$ cat src/rtl/mux_channel_scanner_pkg.sv
// Shared constants and types for the 4:1 mux channel scanner.
// Pure declarations, no logic, so there is no latency.
// Backpressure does not apply to this file.
package mux_scan_pkg;

  localparam int N_CH     = 4;
  localparam int SEL_W    = 2;
  localparam int SETTLE_W = 4;

  typedef enum logic {
    IDLE,
    WAIT
  } scan_state_t;

  typedef logic [SEL_W-1:0] ch_t;

  // Highest channel index; reaching it ends a scan.
  localparam ch_t LAST_CH = ch_t'(N_CH - 1);

endpackage

$ cat src/rtl/scan_settle_timer.sv
// Settle timer: counts the cycles one mux select value has been held.
// expire is high in the cycle whose closing edge is the SETTLE-th edge of the hold.
// No backpressure: it counts whenever en is high and restarts on clr.
module scan_settle_timer
  import mux_scan_pkg::*;
#(
  parameter int SETTLE = 2
) (
  input  logic clk,
  input  logic rst,
  input  logic clr,
  input  logic en,
  output logic expire
);

  localparam logic [SETTLE_W-1:0] LAST = SETTLE_W'(SETTLE - 1);

  logic [SETTLE_W-1:0] cnt;

  assign expire = en && (cnt == LAST);

  // Count while enabled; wrap to zero on expiry so the next channel starts fresh.
  always_ff @(posedge clk) begin
    if (rst || clr) begin
      cnt <= '0;
    end else if (en) begin
      cnt <= expire ? '0 : cnt + 1'b1;
    end
  end

endmodule

$ cat src/rtl/mux_channel_scanner.sv
// Steps a 4:1 mux through channels 0..3, samples y after SETTLE cycles each, emits a 4-bit word.
// Latency: 4*SETTLE cycles from the edge accepting start to the done pulse.
// No backpressure: start is ignored while busy; continuous chains scans with no gap.
module mux_channel_scanner
  import mux_scan_pkg::*;
#(
  parameter int SETTLE = 2
) (
  input  logic       clk,
  input  logic       rst,
  input  logic       start,
  input  logic       continuous,
  input  logic       mux_y,
  output logic       s0,
  output logic       s1,
  output logic       busy,
  output logic       done,
  output logic [3:0] data,
  output logic       changed
);

  scan_state_t         state;
  ch_t                 ch;
  ch_t                 sel;
  logic [N_CH-2:0]     work;
  logic                expire;
  logic                timer_clr;

  assign s0 = sel[0];
  assign s1 = sel[1];

  // Restart the settle count whenever a scan is launched from IDLE.
  assign timer_clr = (state == IDLE) && start;

  scan_settle_timer #(
    .SETTLE (SETTLE)
  ) u_timer (
    .clk    (clk),
    .rst    (rst),
    .clr    (timer_clr),
    .en     (state == WAIT),
    .expire (expire)
  );

  // Scan sequencer: launch, capture per channel, publish the word on the last channel.
  always_ff @(posedge clk) begin
    if (rst) begin
      state   <= IDLE;
      ch      <= '0;
      sel     <= '0;
      work    <= '0;
      busy    <= 1'b0;
      done    <= 1'b0;
      data    <= '0;
      changed <= 1'b0;
    end else begin
      done <= 1'b0;
      case (state)
        IDLE: begin
          if (start) begin
            state <= WAIT;
            ch    <= '0;
            sel   <= '0;
            busy  <= 1'b1;
          end
        end
        WAIT: begin
          if (expire) begin
            if (ch != LAST_CH) begin
              work[ch] <= mux_y;
              ch       <= ch + ch_t'(1);
              sel      <= ch + ch_t'(1);
            end else begin
              // Completion: the last sample goes straight into the published word.
              data    <= {mux_y, work};
              changed <= ({mux_y, work} != data);
              done    <= 1'b1;
              ch      <= '0;
              sel     <= '0;
              if (!continuous) begin
                state <= IDLE;
                busy  <= 1'b0;
              end
            end
          end
        end
        default: begin
          state <= IDLE;
          busy  <= 1'b0;
        end
      endcase
    end
  end

endmodule

$ cat config.mk
export PLATFORM = sky130hd
export DESIGN_NAME = mux_channel_scanner
export DESIGN_NICKNAME = d
export VERILOG_FILES = /design/src/rtl/mux_channel_scanner_pkg.sv /design/src/rtl/scan_settle_timer.sv /design/src/rtl/mux_channel_scanner.sv
export SDC_FILE = /design/constraint.sdc
export NUM_CORES = 1
export LEC_CHECK = 0
export CAP_MARGIN = 10
export CORE_MARGIN = 5
export CORE_UTILIZATION = 55
export DETAILED_ROUTE_END_ITERATION = 16
export PLACE_DENSITY = 0.89
export SLEW_MARGIN = 20
export SYNTH_ARGS = -nofsm -noshare
export SYNTH_HDL_FRONTEND = slang
export SYNTH_SLANG_ARGS = --single-unit
$ cat constraint.sdc
create_clock -name clk -period 3.8 [get_ports clk]
set_input_delay 0.95 -clock clk [delete_from_list [all_inputs] [get_ports clk]]
set_output_delay 0.95 -clock clk [all_outputs]
set_load 0.01 [all_outputs]
# Yosys cells after proc, flatten, opt, wreduce, memory -nomap -nowiden
# Index checks and enable logic that the tools add are counted.
[totals] reg_bits=17 out_inout_bits=9
[classes] n_reduce_logical=9 n_addsub=2 bitwise=3 n_lt_le_gt_ge=2 mux=19 n_eq_ne=7
[op_table] operator="two-way mux 1 bit" n=10
[op_table] operator="inequality test 2 bit, second input constant" n=4
[op_table] operator="two-way mux 2 bit" n=3
[op_table] operator="AND reduction 3 bit" n=2
[op_table] operator="adder 4 x 1 -> 4 bit, second input constant" n=1
[op_table] operator="equality test 4 x 1 -> 1 bit, second input constant" n=1
[op_table] operator="two-way mux 4 bit" n=1
[op_table] operator="inequality test 4 bit" n=1
[op_table] operator="case mux 1 bit (2 select lines)" n=2
[op_table] operator="case mux 2 bit (2 select lines)" n=1
[op_table] operator="AND reduction 4 bit" n=1
[op_table] operator="bitwise mux 3 bit" n=1
[op_table] operator="logical AND 1 bit" n=3
[op_table] operator="less-than comparator 2 x 3 -> 1 bit, second input constant" n=1
[op_table] operator="NOT 1 bit" n=3
[op_table] operator="OR reduction 3 bit" n=1
[op_table] operator="adder 2 x 1 -> 2 bit, second input constant" n=1
[op_table] operator="demux 1 bit (select 2 bit)" n=1
[op_table] operator="greater-or-equal comparator 2 x 1 -> 1 bit, second input constant" n=1
[op_table] operator="inequality test 2 x 1 -> 1 bit, second input constant" n=1
[op_table] operator="AND reduction 2 bit" n=1
[op_table] operator="logical OR 1 bit" n=1

# Longest topological paths before layout
# Gate-level depths: netlist of the first run.
[logic_depth] depth_word=5 mapped_depth=6 depth_no_buf=5

# Cells and area by module
# From an unflattened synthesis of the first run, not the netlist that was laid out.
[hier_totals] hier_cells=87 area_unflattened_um2=854.6
[modules_own_cells] module="mux_channel_scanner" area_each_um2=631.9 cells_per_inst=64 n_inst=1
[modules_own_cells] module="scan_settle_timer" area_each_um2=222.7 cells_per_inst=23 n_inst=1

# Least setup slack after synthesis of the first run
# No wires, ideal clock.
[synth_path] path_kind="input-to-reg" from="input port rst" to="register done" arrival_time_ns=1.542 required_time_ns=3.671 setup_slack_ns=2.129 path_buffers=2 path_stages=3 path_cell_list="clkbuf_1 clkbuf_1 nor2_1"
[synth_via] elab_chain_cells=1
[synth_rtl] element="start, declared" line_no="mux_channel_scanner.sv:10" rtl="input logic rst,"
[synth_rtl] element="OR reduction 3 bit (no line)"
[synth_rtl] element="end signal, assigned" line_no="mux_channel_scanner.sv:53" rtl="done <= 1'b0;"
[synth_rtl] element="end signal, assigned" line_no="mux_channel_scanner.sv:57" rtl="done <= 1'b0;"
[synth_rtl] element="end signal, assigned" line_no="mux_channel_scanner.sv:77" rtl="done <= 1'b1;"
[synth_rtl] element="end, declared" line_no="mux_channel_scanner.sv:17" rtl="output logic done,"
# No other way between the ends.
# A chain may end at the register's enable or synchronous reset.

# Worst setup path in the final report of the first run
[layout_path] from="register sel[0]" to="output port s0"
[layout_lines] element="start, declared" line_no="mux_channel_scanner.sv:24" rtl="ch_t sel;"
[layout_lines] element="start signal, assigned" line_no="mux_channel_scanner.sv:72" rtl="sel <= ch + ch_t'(1);"
[layout_lines] element="end, declared" line_no="mux_channel_scanner.sv:14" rtl="output logic s0,"
# No word-level cell between the ends.

==> results of run 1 <==
worst reg2reg max path: stages (launching register included):
cell	delay, ns
dfxtp_1	0.41
ha_1	0.25
or3b_2	0.49
a32oi_1	0.21
nor2_1	0.06
state kept, by name, indices dropped and copies added (netlist names):
| signal | count |
|---|---|
| data | 4 |
| u_timer.cnt | 4 |
| work | 3 |
| sel | 2 |
| busy | 1 |
| changed | 1 |
| done | 1 |
| state | 1 |
routing by layer:
layer / up-vias / track usage (%)
li1: 355 / -
met2: 13 / 25.10
met3: 4 / 4.734
met1: 344 / 17.84
met4: 0 / 7.234
met5: - / 0
area by class of cell:
class	instances	share of cell area (%)
Clock buffer	4	2.555
Inverter	6	2.190
Multi-Input combinational cell	67	47.57
Sequential cell	17	33.09
Tap cell	16	1.946
Timing Repair Buffer	13	12.65
cells by family after synthesis:
group                      Yosys count
AOI/OAI and AO/OA                   18
xor gates and xnor gates             5
adders and majority gates            7
buffers and inverters               11
DFF                                 17
muxes                                3
and+or+nand+nor                     34
stage by stage:
stage           power, W  std cells
6_report       0.0003124        123
5_1_grt        0.0003273        123
2_1_floorplan  0.0002102         95
3_5_place_dp   0.0002185        119
3_3_place_gp   0.0002172        119
4_1_cts        0.0003160        123
power breakdown:
part	switching [W]	total, W	internal [W]
clock network	0.0000571	0.0000980	0.0000409
registers	0.00000463	0.000186	0.000181
logic	0.0000147	0.0000283	0.0000136
worst max-delay path by stage:
| stage | from | endpoint | slack, ns |
|---|---|---|---|
| 2_1_floorplan | rst | done | 2.13 |
| 3_3_place_gp | rst | work[2] | 1.57 |
| 3_5_place_dp | rst | work[0] | 1.53 |
| 4_1_cts | sel[0] | s0 | 1.51 |
| 5_1_grt | sel[0] | s0 | 1.47 |
| 6_report | sel[0] | s0 | 1.53 |
cell usage in the layout, fill, tap and decap left out, types with 2 or more instances in the layout:
master,Yosys,layout
clkdlybuf4s50_1,0,13
mux2i_1,3,3
nor4_1,2,2
nand2b_1,6,6
nand2_1,4,4
a21oi_1,8,8
xor2_1,5,5
a21oi_2,2,2
inv_1,6,6
clkbuf_4,0,3
o21ai_0,6,6
ha_1,7,7
nor3_1,2,2
nand3_1,8,8
nor2_1,3,3
dfxtp_1,17,17
==> metrics.cfg, run 1 <==
[routing]
detail-route-antenna-nets = 0
avgViaCountPerCell = 5.821
top_layer = met4
drc = 0
wl_met3_um = 67
dr_total_vias = 716
drt_first_pass_iters = 4
wl_per_cell_um = 14.07
wl_met1_um = 756
wl_met2_um = 880
wirelength_um = 1730
drtIter0Drc = 9

[clock_tree]
cts_root_buffer = clkbuf_4
cts-resized-gates = 0
numCtsBuffers = 3
clk_pin_slew_ns = 0.10
post-cts-setup-buffers = 0
cts_max_path_buffers = 2
cts_hold_buf = 0
clock_latency_ns = 0.29
htree_levels = 1
cts_sinks = 17
cts_tree = yes

[timing]
finalWorstPathRequiredPeriod_ns = 2.275
worstMarginPinSlew_ns = 0.6369
hold_viol = 0
final.setup.tns_ns = 0
grt_setup_unrepaired = false
setup_viol = 0
slew_headroom_pct = 57.41
slew_viol_final = 0
hold_ws_ns = 0.4901
skew_ns = 0.0006358
fin_ws_ns = 1.525
max_freq_ghz = 0.4396
period_share_pct = 59.86

[cells_and_area]
multi_input_area_um2 = 489.2
fillers = 128
syn_to_final_growth_pct = 15.13
fin_util_pct = 67.49
postLayoutCellArea_mm2 = 0.001028
drive_above_1_share_pct = 8.411
regArea_um2 = 340.3
antennaDiodeCount = 0
nets = 120

[synth]
synthSimpleGateAreaFrac_pct = 24.23
synth_compound_area_share_pct = 12.46
synth_fa_ha_area_share_pct = 9.804
yosys-top-cells-count = dfxtp_1 (17), a21oi_1 (8), nand3_1 (8)
ys_warn_count = 0
synth-edff-count = 0
ys_async_sr_fraction_pct = 0
yosysMostFrequentCell = dfxtp_1
ys_seq_elements = 17
synthMuxAreaShare_pct = 3.361
synth_ff_type = dfxtp_1
syn-num-nets = 107
synth_xor_area_share_pct = 4.902
syn_inst = 95
yosys-top-cells-area = dfxtp_1 (38%), ha_1 (9.8%), xor2_1 (4.9%)
yosysTopAreaCell = dfxtp_1
synth_area_um2 = 893.4
ys_seq_area_share_pct = 38.10
synth_top_family_by_area = simple AND/OR/NAND/NOR gates
syn_area_per_cell_um2 = 9.404
yosysTopAreaCellShare_pct = 38.10
ys_types = 27

[placed_design]
gp_congestion = 0.7835
dp_slack_ns = 1.526
portBuffers = 13
place_area_mm2 = 0.001002
hpwl_um = 1300

[critical_path]
worstSetupStartpointType = register
worstPathCellList = clkdlybuf4s50_1
critPathTopFamily = buffers and inverters
slowest_stage = clkdlybuf4s50_1
path_max_fanout = 7
crit_required_ns = 2.85
critPathCaptureType = output port
r2r-end = u_timer.cnt[1]
max_stage_delay_ns = 0.58
reg2reg_depth = 4
worst-path-buf-inv = 1
crit_type = reg -> out
worstPathArrival_ns = 1.32
cp_num_cells = 1
r2r_slack_ns = 2.25
timing.rr.start = u_timer.cnt[0]

[floorplanning]
die_area_mm2 = 0.002530
rows = 14
die_w_um = 50.30
initial_core_util_pct = 58.62
io_pins = 14
die_h_um = 50.30
core-area_mm2 = 0.001524

[pwr]
power.density_mw_per_mm2 = 303.7
p_leak_nw = 0.3995
peakVddDrop_uv = 249.5

[grt]
grt_pass1_wl_um = 3111
grt-ovfl-total = 0
grt_max_degree = 19
first_global_vias = 710
grt_use_total_pct = 15.24
antenna_found_initial = 0

[worst_hold_path]
min_path_cells = 2
hold_end = busy
min_from = busy
min_path_type = reg -> reg

[status]
status = completed

[flow_run]
maxCapViolations = 0

Note: power is estimated with default switching activity, not from simulation.
==> inputs of run 2 (changes only) <==
--- a/config.mk
+++ b/config.mk
@@ -7,9 +7,9 @@
 export LEC_CHECK = 0
 export CAP_MARGIN = 10
 export CORE_MARGIN = 5
-export CORE_UTILIZATION = 55
+export CORE_UTILIZATION = 46
 export DETAILED_ROUTE_END_ITERATION = 16
-export PLACE_DENSITY = 0.89
+export PLACE_DENSITY = 0.81
 export SLEW_MARGIN = 20
 export SYNTH_ARGS = -nofsm -noshare
 export SYNTH_HDL_FRONTEND = slang
==> constraint.sdc (replaced) <==
create_clock -name clk -period 1.9 [get_ports clk]
set_input_delay 0.475 -clock clk [delete_from_list [all_inputs] [get_ports clk]]
set_output_delay 0.475 -clock clk [all_outputs]
set_load 0.01 [all_outputs]
==> metrics.cfg, run 2 (same netlist as run 1, synthesis figures left out) <==
[critical_path]
critPathCaptureType = output port
worst-path-buf-inv = 1  ; unchanged
path_max_fanout = 7  ; unchanged
max_stage_delay_ns = 0.59  ; about the same
r2r-end = work[2]
timing.rr.start = u_timer.cnt[0]
slowest_stage = clkdlybuf4s50_1
worstSetupStartpointType = register
crit_type = reg -> out
crit_required_ns = 1.42  ; -1.43 ns
r2r_slack_ns = 0.38  ; -1.87 ns
worstPathCellList = clkdlybuf4s50_1
reg2reg_depth = 4  ; unchanged
worstPathArrival_ns = 1.33  ; about the same
critPathTopFamily = buffers and inverters

[routing]
drt_first_pass_iters = 4  ; unchanged
wirelength_um = 1640  ; -5.2%
drtIter0Drc = 11  ; +2
detail-route-antenna-nets = 0  ; unchanged
wl_per_cell_um = 12.06  ; -14%
avgViaCountPerCell = 5.125  ; -12%
dr_total_vias = 697  ; -2.7%
drc = 0  ; unchanged

[worst_hold_path]
hold_end = busy
min_path_cells = 2  ; unchanged
min_path_type = reg -> reg
min_from = busy

[pwr]
comb_power_share_pct = 9.2  ; about the same
pwr-share-seq_pct = 59.8  ; +0.3 points
p_int_w = 0.0004729  ; +100%
netSwitchingPower_w = 0.0001492  ; +95%
p_sw_share_pct = 23.99  ; -0.50 points
peakVddDrop_uv = 347.8  ; +39%
p_leak_nw = 0.4098  ; +2.6%
power.density_mw_per_mm2 = 588.4  ; +94%
clockPowerShare_pct = 31.0  ; -0.4 points
power_w = 0.0006221  ; +99%

[timing]
worstMarginPinSlew_ns = 0.3535  ; -0.2834 ns
period_share_pct = 95.07
max_freq_ghz = 0.5536
finalWorstPathRequiredPeriod_ns = 1.806
slew_viol_final = 0  ; unchanged
skew_ns = 0.001630  ; +0.0009937 ns
grt_setup_unrepaired = false
hold_ws_ns = 0.4786  ; -0.01148 ns
slew_headroom_pct = 76.40  ; +19 points
setup_viol = 0  ; unchanged
hold_viol = 0  ; unchanged
final.setup.tns_ns = 0  ; unchanged

[cells_and_area]
syn_to_final_growth_pct = 18.35
drive_above_1_share_pct = 10.09  ; +1.7 points
regArea_um2 = 340.3  ; unchanged
final_common_cell = dfxtp_1
reg.largest.list = data (4), u_timer.cnt (4), work (3)
fillers = 175  ; +37%
nets = 122  ; +1.7%
postLayoutCellArea_mm2 = 0.001057  ; +2.8%
layout_common_cells = dfxtp_1 (17), clkdlybuf4s50_1 (13), nand3_1 (8), a21oi_1 (8), ha_1 (7)
multi_input_area_um2 = 489.2  ; unchanged
antennaDiodeCount = 0  ; unchanged

[floorplanning]
die_w_um = 54.07  ; +7.5%
die_area_mm2 = 0.002924  ; +16%
initial_core_util_pct = 46.97  ; -12 points
die_h_um = 54.07  ; +7.5%
rows = 16  ; +2
io_pins = 14  ; unchanged
core-area_mm2 = 0.001902  ; +25%

[grt]
grt_use_total_pct = 13.71  ; -1.5 points
grt_pass1_wl_um = 2884  ; -7.3%
grt_max_degree = 12  ; -7
grt-ovfl-total = 0  ; unchanged
first_global_vias = 638  ; -10%
antenna_found_initial = 0  ; unchanged

[clock_tree]
numCtsBuffers = 3  ; unchanged
cts_max_path_buffers = 2  ; unchanged
cts_tree = yes
cts_sinks = 17  ; unchanged
cts_root_buffer = clkbuf_4
cts-resized-gates = 0  ; unchanged
clk_pin_slew_ns = 0.09  ; about the same
post-cts-setup-buffers = 0  ; unchanged
htree_levels = 1  ; unchanged
clock_latency_ns = 0.29  ; about the same
cts_hold_buf = 0  ; unchanged

[placed_design]
gp_congestion = 0.7361  ; -6.0%
place_area_mm2 = 0.001031  ; +2.9%
portBuffers = 13  ; unchanged
hpwl_um = 1180  ; -9.2%

[flow_run]
maxCapViolations = 0  ; unchanged

[status]
status = completed

## run 2: cell count changes in the layout (fill, tap and decap cells not counted)
cell	before	now
buf_4	0	2
## run 2: stage by stage
stage | setup slack, ns | utilization (%) | instances
after global routing | 0.001867 | 55.59 | 136
final | 0.09367 | 55.59 | 136
after global placement | 0.3370 | 54.21 | 132
after detailed placement | 0.2856 | 54.21 | 132
after floorplan | 0.4825 | - | 95
after CTS | 0.06806 | 55.59 | 136
## run 2: power by group through the flow
stage / registers (W) / clock network, W / logic, W
after floorplan: 0.000377 / 0 / 0.0000436
after global placement: 0.000380 / 0 / 0.0000561
after detailed placement: 0.000380 / 0 / 0.0000573
after CTS: 0.000372 / 0.000199 / 0.0000579
after global routing: 0.000374 / 0.000217 / 0.0000633
final: 0.000372 / 0.000193 / 0.0000574
## run 2: worst register-to-register path: stages, from the launching register on
cell and delay, ns:
dfxtp_1 0.40, ha_1 0.25, and4bb_2 0.42, and3_1 0.21
mux2i_1 0.17
## run 2: area by class of cell
cell class	instances	area share (%)
Tap cell	27	3.195
Sequential cell	17	32.19
Timing Repair Buffer	15	13.73
Inverter	6	2.130
Multi-Input combinational cell	67	46.27
Clock buffer	4	2.485
## run 2: metal layers
metal / GRT usage (%) / share of wire (%) / vias to the layer above
met1: 18.43 / 48 / 322
li1: - / - / 355
met5: 0 / 0 / -
met3: 2.216 / 3.8 / 5
met2: 20.16 / 45 / 15
met4: 8.714 / 3.4 / 0
## run 2: worst max path at each step
stage,from,end,slack [ns],cells after the start
after floorplan,u_timer.cnt[0],u_timer.cnt[1],0.48,4
after global placement,rst,work[1],0.34,3
after detailed placement,mux_y,changed,0.29,4
after CTS,sel[0],s0,0.07,1
after global routing,sel[0],s0,0.002,1
final,sel[0],s0,0.09,1
==> inputs of run 3 (changes only) <==
==> constraint.sdc (replaced) <==
create_clock -name clk -period 1.9 [get_ports clk]
set_input_delay 0.475 -clock clk [delete_from_list [all_inputs] [get_ports clk]]
set_output_delay 0.475 -clock clk [all_outputs]
set_load 0.1 [all_outputs]
==> metrics.cfg, run 3 (same netlist as run 1, synthesis figures left out) <==
[status]
status = completed

[critical_path]
r2r-end = work[2]
crit_start = u_timer.cnt[0]
cp-endpoint = work[2]
worstSetupStartpointType = register
slowest_stage = and4bb_2
critPathTopFamily = simple AND/OR/NAND/NOR gates
worstPathArrival_ns = 1.78  ; +0.45 ns
critPathCaptureType = register
crit_required_ns = 2.12  ; +0.70 ns
worstPathCellList = ha_1 -> and4bb_2 -> and3_1 -> mux2i_1
worst-path-buf-inv = 0  ; -1
r2r_slack_ns = 0.33  ; -0.05 ns
crit_type = reg -> reg
max_stage_delay_ns = 0.42  ; -0.17 ns
cp_num_cells = 4  ; +3
timing.rr.start = u_timer.cnt[0]
reg2reg_depth = 4  ; unchanged
path_max_fanout = 11  ; +4

[timing]
setup_viol = 0  ; unchanged
slew_headroom_pct = 76.14  ; -0.26 points
slew_viol_final = 0  ; unchanged
worstMarginPinSlew_ns = 0.3567  ; +0.003216 ns
hold_ws_ns = 0.4947  ; +0.01612 ns
fin_ws_ns = 0.3318  ; +0.2381 ns
max_freq_ghz = 0.6377  ; +15%
hold_viol = 0  ; unchanged
grt_setup_unrepaired = false
period_share_pct = 82.54  ; -13 points
skew_ns = 0.01320  ; +0.01157 ns
finalWorstPathRequiredPeriod_ns = 1.568  ; -0.2381 ns
final.setup.tns_ns = 0  ; unchanged

[cells_and_area]
drive_above_1_share_pct = 21.82  ; +12 points
syn_to_final_growth_pct = 29.69
reg.largest.list = data (4), u_timer.cnt (4), work (3)
nets = 123  ; +0.82%
antennaDiodeCount = 0  ; unchanged
layoutNonFillerInstCount = 137  ; +0.74%
final_common_cell = dfxtp_1
layout_common_cells = dfxtp_1 (15), buf_12 (9), nand3_1 (8), a21oi_1 (8), ha_1 (7)

[grt]
grt-ovfl-total = 0  ; unchanged
first_global_vias = 718  ; +13%
grt_use_total_pct = 14.15  ; +0.44 points
grt_pass1_wl_um = 2980  ; +3.3%
antenna_found_initial = 0  ; unchanged
grt_max_degree = 12  ; unchanged

[clock_tree]
numCtsBuffers = 3  ; unchanged
cts_tree = yes
cts_hold_buf = 0  ; unchanged
cts-resized-gates = 0  ; unchanged
cts_root_buffer = clkbuf_4
clock_latency_ns = 0.30  ; about the same
clk_pin_slew_ns = 0.11  ; +0.02 ns
htree_levels = 1  ; unchanged
post-cts-setup-buffers = 0  ; unchanged
cts_sinks = 17  ; unchanged
cts_max_path_buffers = 2  ; unchanged

[routing]
wl_met1_um = 736  ; -5.8%
drc = 0  ; unchanged
drtIter0Drc = 11  ; unchanged
wl_met3_um = 83  ; +32%
top_layer = met4
wl_per_cell_um = 12.78  ; +6.0%
detail-route-antenna-nets = 0  ; unchanged
drt_first_pass_iters = 4  ; unchanged
wl_met2_um = 916  ; +24%
wirelength_um = 1751  ; +6.8%
dr_total_vias = 724  ; +3.9%
avgViaCountPerCell = 5.285  ; +3.1%

[placed_design]
hpwl_um = 1334  ; +13%
dp_cells = 133  ; +0.76%
gp_congestion = 0.7564  ; +2.8%
dp_slack_ns = 0.2593  ; -0.02632 ns
portBuffers = 13  ; unchanged

[pwr]
peakVddDrop_uv = 348.4  ; +0.18%
p_leak_nw = 0.4614  ; +13%
power.density_mw_per_mm2 = 559.7  ; -4.9%
power_w = 0.0006485  ; +4.2%

[floorplanning]
die_w_um = 54.07  ; unchanged
io_pins = 14  ; unchanged
core-area_mm2 = 0.001902  ; unchanged
die_h_um = 54.07  ; unchanged
die_area_mm2 = 0.002924  ; unchanged
rows = 16  ; unchanged
initial_core_util_pct = 46.97  ; unchanged

[flow_run]
maxCapViolations = 0  ; unchanged

[worst_hold_path]
min_path_type = reg -> reg

run 3: cell count changes in the layout (fill, tap and decap cells not counted), sizes merged:
cell           delta
buf              +10
clkbuf            -1
clkdlybuf4s50     -9
clkinv            +1
run 3: per-layer routing:
layer / up-vias / global-route usage (%)
li1: 360 / -
met1: 344 / 15.19
met2: 18 / 25.60
met3: 2 / 4.155
met4: 0 / 5.809
met5: - / 0
run 3: worst min-delay path by stage:
stage                 start      end  slack, ns  cells past startpoint
finish              work[2]  data[2]       0.49                      2
global route        work[0]  data[0]       0.53                      2
CTS                 work[2]  data[2]       0.49                      2
detailed placement  work[2]  data[2]       0.49                      2
global placement    work[2]  data[2]       0.48                      2
floorplan           work[0]  data[0]       0.47                      2
run 3: report_power, final:
group	leakage (nW)	switching [W]	internal, W
logic	0.305	0.0000470	0.0000347
registers	0.139	0.0000108	0.000363
clock network	0.0177	0.000115	0.0000783
total	0.461	0.000173	0.000476
run 3: metrics by stage:
step / area [um2] / util, %
after floorplan: 895.9 / -
after global placement: 1131 / 59.47
after detailed placement: 1131 / 59.47
after CTS: 1159 / 60.92
after global routing: 1159 / 60.92
final: 1159 / 60.92
run 3: area by class of cell:
| cell class | count | area [um2] |
|---|---|---|
| fillers | 155 | 743.2 |
| multi-input cells | 67 | 489.2 |
| flip-flops and latches | 17 | 342.8 |
| repair buffers | 16 | 242.7 |
| well taps | 27 | 33.78 |
| clock buffers | 3 | 22.52 |
| inverters | 6 | 22.52 |
| clock inverters | 1 | 5.005 |
run 3: tightest hold or removal path, stage by stage (launching register included):
cell	delay [ns]
dfxtp_1	0.34
nand3_1	0.07
a21oi_1	0.06
